$ cat config.mk
export PLATFORM = sky130hd
export DESIGN_NAME = instrumented_adder_driver
export DESIGN_NICKNAME = d
export VERILOG_FILES = /design/src/rtl/instrumented_adder_driver.sv
export SDC_FILE = /design/constraint.sdc
export NUM_CORES = 1
export LEC_CHECK = 0
export BUFFER_PORTS_ARGS = -buffer_cell sky130_fd_sc_hd__buf_2
export CORE_MARGIN = 2
export CORE_UTILIZATION = 49
export DETAILED_ROUTE_END_ITERATION = 7
export GPL_TIMING_DRIVEN = 0
export PLACE_DENSITY_LB_ADDON = 0.08
export REMOVE_ABC_BUFFERS = 1
export SETUP_SLACK_MARGIN = 0.05
export SKIP_LAST_GASP = 1
export SYNTH_ARGS = -nofsm -noshare
export SYNTH_HDL_FRONTEND = slang
export SYNTH_SLANG_ARGS = --single-unit
$ cat constraint.sdc
create_clock -name wb_clk_i -period 3.1 [get_ports wb_clk_i]
set_input_delay 0.155 -clock wb_clk_i [delete_from_list [all_inputs] [get_ports wb_clk_i]]
set_output_delay 0.155 -clock wb_clk_i [all_outputs]
set_load 0.01 [all_outputs]
$ cat src/rtl/instrumented_adder_driver.sv
// Measurement sequencer for the instrumented adder.
// Loads the operands, holds them while the adder settles, then opens the
// ring-oscillator window for a programmed number of cycles. The oscillator's
// rising edges are counted, and the count and the settled sum are reported.
module instrumented_adder_driver #(
   parameter int COUNT_W       = 32,
   parameter int WINDOW_W      = 16,
   parameter int SETTLE_CYCLES = 4,
   parameter int SYNC_STAGES   = 2
) (
   input  logic                wb_clk_i,
   input  logic                wb_rst_i,
   input  logic                start,
   input  logic [31:0]         a_in,
   input  logic [31:0]         b_in,
   input  logic [WINDOW_W-1:0] window,
   input  logic                ring_osc,
   input  logic [31:0]         sum_in,
   output logic [31:0]         a_out,
   output logic [31:0]         b_out,
   output logic                ring_en,
   output logic                busy,
   output logic                done,
   output logic [COUNT_W-1:0]  count_out,
   output logic [31:0]         sum_out,
   output logic                overflow
);

   localparam logic [2:0] ST_IDLE    = 3'd0;
   localparam logic [2:0] ST_LOAD    = 3'd1;
   localparam logic [2:0] ST_SETTLE  = 3'd2;
   localparam logic [2:0] ST_MEASURE = 3'd3;
   localparam logic [2:0] ST_DRAIN   = 3'd4;
   localparam logic [2:0] ST_DONE    = 3'd5;

   // The phase timer is shared by SETTLE and DRAIN, so it must reach the
   // larger of their last-cycle indices.
   localparam int PHASE_MAX = (SETTLE_CYCLES - 1 > SYNC_STAGES) ? (SETTLE_CYCLES - 1) : SYNC_STAGES;
   localparam int PHASE_W   = $clog2(PHASE_MAX + 1);

   localparam logic [PHASE_W-1:0] SETTLE_LAST = PHASE_W'(SETTLE_CYCLES - 1);
   localparam logic [PHASE_W-1:0] DRAIN_LAST  = PHASE_W'(SYNC_STAGES);

   logic [2:0]             state;
   logic [PHASE_W-1:0]     phase;
   logic [WINDOW_W-1:0]    window_left;
   logic [SYNC_STAGES-1:0] sync_q;
   logic                   edge_prev;
   logic                   rise;
   logic                   count_en;
   logic                   accept;

   // A new run may only begin from IDLE or DONE; start is ignored while busy.
   assign accept   = start && ((state == ST_IDLE) || (state == ST_DONE));
   assign rise     = sync_q[SYNC_STAGES-1] && !edge_prev;
   assign count_en = (state == ST_MEASURE) || (state == ST_DRAIN);

   // Status outputs are pure decodes of the state register, so they follow
   // reset and state changes with no extra latency.
   assign ring_en = (state == ST_MEASURE);
   assign busy    = (state == ST_LOAD) || (state == ST_SETTLE) ||
                    (state == ST_MEASURE) || (state == ST_DRAIN);
   assign done    = (state == ST_DONE);

   // Sequencer: operand latch, settle timer, measurement window and drain.
   always_ff @(posedge wb_clk_i) begin
      if (wb_rst_i) begin
         state       <= ST_IDLE;
         phase       <= '0;
         window_left <= '0;
         a_out       <= '0;
         b_out       <= '0;
         sum_out     <= '0;
      end else begin
         case (state)
            ST_IDLE, ST_DONE: begin
               if (start) begin
                  a_out       <= a_in;
                  b_out       <= b_in;
                  window_left <= window;
                  sum_out     <= '0;
                  state       <= ST_LOAD;
               end
            end
            ST_LOAD: begin
               phase <= '0;
               state <= ST_SETTLE;
            end
            ST_SETTLE: begin
               if (phase == SETTLE_LAST) begin
                  sum_out <= sum_in;
                  phase   <= '0;
                  state   <= (window_left != '0) ? ST_MEASURE : ST_DRAIN;
               end else begin
                  phase <= phase + PHASE_W'(1);
               end
            end
            ST_MEASURE: begin
               window_left <= window_left - WINDOW_W'(1);
               if (window_left == WINDOW_W'(1)) begin
                  state <= ST_DRAIN;
               end
            end
            ST_DRAIN: begin
               if (phase == DRAIN_LAST) begin
                  phase <= '0;
                  state <= ST_DONE;
               end else begin
                  phase <= phase + PHASE_W'(1);
               end
            end
            default: begin
               state <= ST_IDLE;
            end
         endcase
      end
   end

   // Bring the asynchronous oscillator tap into the clock domain and keep
   // the previous synchronised value for rising-edge detection.
   always_ff @(posedge wb_clk_i) begin
      if (wb_rst_i) begin
         sync_q    <= '0;
         edge_prev <= 1'b0;
      end else begin
         sync_q    <= {sync_q[SYNC_STAGES-2:0], ring_osc};
         edge_prev <= sync_q[SYNC_STAGES-1];
      end
   end

   // Saturating edge counter with a sticky overflow flag, cleared by a new run.
   always_ff @(posedge wb_clk_i) begin
      if (wb_rst_i) begin
         count_out <= '0;
         overflow  <= 1'b0;
      end else if (accept) begin
         count_out <= '0;
         overflow  <= 1'b0;
      end else if (count_en && rise) begin
         if (count_out == '1) begin
            overflow <= 1'b1;
         end else begin
            count_out <= count_out + COUNT_W'(1);
         end
      end
   end

endmodule

==> metrics.md <==
| Metric | Value |
|---|---|
| Pin count of the biggest net entering global routing | 90 |
| Nature of the critical path startpoint | flip-flop |
| Synth async-reset ratio | 0 |
| Vias in the first global route | between 6000 and 7000 |
| Synthesized instance count | 800 |
| Period utilisation layout | 0.898 |
| Wire length of the first global-routing pass | 32900 um |
| Least-Margin Pin Slew | 0.892 ns |
| Initial antenna violation count | 0 |
| Leading cell types in the layout, fill and taps excluded | 246 x buf_2, 189 x nand2_1, 153 x dfxtp_1 |
| Post-Place Worst Slack | between 0.009 and 0.01 ns |
| Required time of the critical path | approximately 3.5 ns |
| Detailed-route wire length per cell | roughly 16 um |
| CTS buffer count | 17 |
| Sort of element at the end of the critical path | flip-flop |
| Die Height | 118 um |
| Number of inserted diodes | 0 |
| Port buffer count | ~250 |
| Outcome | complete, no violations |
| CORE AREA | between 10000 and 15000 um2 |
| Portion of the post-synthesis area used by sequential elements | 0.479 |
| Most common library cell in the layout ignoring fill and taps | buf_2 |
| Hold WC Path Type | input port to flip-flop |
| Die ar. | 14000 um2 |
| Reported max-cap violation count | 0 |
| Netlist area before placement | 6400 um2 |
| Final setup violation count | 0 |
| Share of synthesized cell area in full adder, half adder and majority cells | 0.0156 |
| Fraction of the mapped netlist area in simple logic gates | 0.260 |
| RSZ-0062 raised after global routing | false |
| Detailed Place HPWL | between 10000 and 15000 um |
| Final-report max-slew violation count | 0 |
| Synth Register Bits | around 150 |
| Worst slew slack as a fraction of its limit | 0.402 |
| Final hold violations | 0 |
| R2R depth | 6 |
| Clock period minus worst slack | between 2 and 3 ns |
| Arrival time at the worst endpoint | between 3 and 4 ns |
| Fmax achieved | between 0.3 and 0.4 GHz |
| Row Count | a little over 40 |
| Worst hold path stage count | 3 |
| Initial Util | 0.505 |
| Maximum clock insertion buffer count | 2 |
| XOR/XNOR Fraction of Synth Area | 0.00958 |
| Number of H-tree levels | 4 |
| I/O pins | roughly 250 |
| Post-synthesis compound-gate area fraction | 0.190 |
| Final net count | about 1200 |
| YS warnings | 0 |
| GRT Util Overall | 0.288 |
| Residual DRC count | 0 |
| Area growth syn-to-layout | 47.4% |
| Peak ir drop on the vdd network | about 0.51 mV |
| Class of the most critical setup path | flip-flop to flip-flop |
| Total routed wirelength | 20400 um |
| Synthesized area divided by synthesized cell count | between 7 and 8 um2 |
| Clock sink total | 153 |
| Routed vias/inst | approximately 5.4 |
| DIE WIDTH | between 100 and 150 um |
| Number of routed nets with antenna violations | 0 |
| Worst clock skew | ~0.0049 ns |
| Combinational family with the most area after synthesis | simple AND/OR/NAND/NOR gates |
| GP Congestion | about 0.8 |
| Power density of the placed cells | roughly 630 nW/um2 |
| Fillers | just under 1000 |
| Number of distinct library cells after synthesis | 57 |
| Leakage component of the power | about 4.0 nW |
| Fraction of final layout cells with drive strength greater than 1 | 0.265 |
| Clock edge transition at the registers on the reported setup and hold paths | approximately 0.06 ns |
| Number of synthesized flops with an enable pin | 0 |
| Post-route setup TNS | 0 ns |
| Most instantiated flip-flop cell in the synthesis netlist | dfxtp_1 |
| Via count | approximately 7000 |
| Final global-route overflow total | 0 |
| Starting DRT DRC Count | 618 |
| Root buffer selected by CTS | clkbuf_16 |
| Portion of netlist area occupied by mux cells | 0.00645 |
| TritonCTS clock tree | done |
| Count of buffers added by post-CTS timing repair for setup | 0 |
| Biggest fanout along the worst timing path | 14 |
| Drt pass-1 iters | 5 |
| Slack of the critical path | about 0.32 ns |
| Source-to-sink clock delay at the later pin of the worst-skew pair | between 0.4 and 0.5 ns |
critical path, stage by stage, from the launching register on:
cell	delay (ns)
dfxtp_1	0.40
ha_1	0.25
nand4_1	0.24
or4_1	0.68
o31ai_2	0.76
o21ai_0	0.21
a21oi_1	0.16
per-layer routing:
| layer | global-route usage | up-vias | share of wire | routed length, um |
|---|---|---|---|---|
| met5 | 0 | - | 0 | 0 |
| met4 | 0.116 | 0 | 0.029 | 593 |
| met3 | 0.0825 | 50 | 0.066 | 1350 |
| met2 | 0.477 | 283 | 0.49 | 9940 |
| met1 | 0.352 | 3259 | 0.42 | 8550 |
| li1 | - | 3461 | - | - |
power by group:
group          internal [mW]  switching [mW]  leakage (nW)
sequential              2.17           0.149          1.25
clock                   1.35           0.796         0.295
combinational          0.579           0.869          2.46
path summary, 6_finish.rpt:
check / start / to / slack [ns]
hold / removal: sum_in[21] / sum_out[21] / 0.005
hold reg to reg: sync_q[0] / sync_q[1] / 0.43
setup / recovery: count_out[0] / count_out[19] / 0.32
setup reg to reg: count_out[0] / count_out[19] / 0.32
timing repair:
item / CTS / global route
setup endpoints to repair: 7 / 39
hold endpoints to repair: 101 / 0
hold buffers: 101 / 0
resized for setup: 1 / 2
registers in the layout (all words and copies together) (netlist names), 2 cells and up:
name / count
count_out: 32
sync_q: 2
phase: 2
state: 3
a_out: 32
window_left: 16
b_out: 32
sum_out: 32
metrics by stage:
stage	util	instances	hold WS, ns	total power [mW]	area, um2
after CTS	0.744	1304	0.0000381	5.91	9420
after global routing	0.744	1304	0.00907	6.21	9430
after global placement	0.603	1165	0.381	3.60	7640
after floorplan	-	746	0.224	3.10	6190
final	0.744	1304	0.00521	5.92	9430
after detailed placement	0.615	1171	0.391	3.68	7800
final cells by class:
class	instances	area, um2	share of cell area
clock inverter	6	111	0.0118
multi-input combinational	582	3120	0.331
tap	172	215	0.0228
timing repair buffer	354	2380	0.253
clock buffer	26	499	0.0529
sequential	153	3060	0.325
inverter	11	41.3	0.00438
synthesized netlist by cell type (all sizes together), types with 2 or more instances:
| cell | instances | area, um2 |
|---|---|---|
| a21oi | 135 | 676 |
| nand2b | 5 | 31.3 |
| clkbuf | 49 | 184 |
| o311ai | 10 | 95.1 |
| a2111oi | 2 | 42.5 |
| o21ai | 20 | 100 |
| a2bb2oi | 3 | 26.3 |
| or2 | 4 | 25.0 |
| nand3b | 3 | 22.5 |
| a31o | 2 | 17.5 |
| o211ai | 4 | 30.0 |
| dfxtp | 153 | 3060 |
| or3b | 2 | 20.0 |
| and3 | 5 | 31.3 |
| inv | 11 | 41.3 |
| a21o | 2 | 15.0 |
| a211oi | 3 | 22.5 |
| xor2 | 4 | 35.0 |
| and4 | 5 | 43.8 |
| nand4 | 12 | 81.3 |
| xnor2 | 3 | 26.3 |
| mux2i | 3 | 30.0 |
| buf | 5 | 25.0 |
| nor2 | 29 | 109 |
| nand3 | 51 | 255 |
| or4 | 15 | 113 |
| nor3 | 8 | 40.0 |
| nor2b | 4 | 25.0 |
| and2 | 3 | 18.8 |
| nor4 | 4 | 25.0 |
| ha | 8 | 100 |
| nand2 | 189 | 709 |
| a31oi | 7 | 43.8 |
| or3 | 16 | 100 |
| o31ai | 9 | 67.6 |
cell families (layout without fill, tap and decap cells):
| kind of cell | Yosys count | in the layout |
|---|---|---|
| and+or+nand+nor | 357 | 357 |
| muxes | 4 | 4 |
| xor gates and xnor gates | 7 | 7 |
| DFF | 153 | 153 |
| adders and majority gates | 8 | 8 |
| AOI/OAI and AO/OA | 206 | 206 |
| buffers and inverters | 65 | 397 |
No activity file was read; power rests on OpenSTA's default activity.
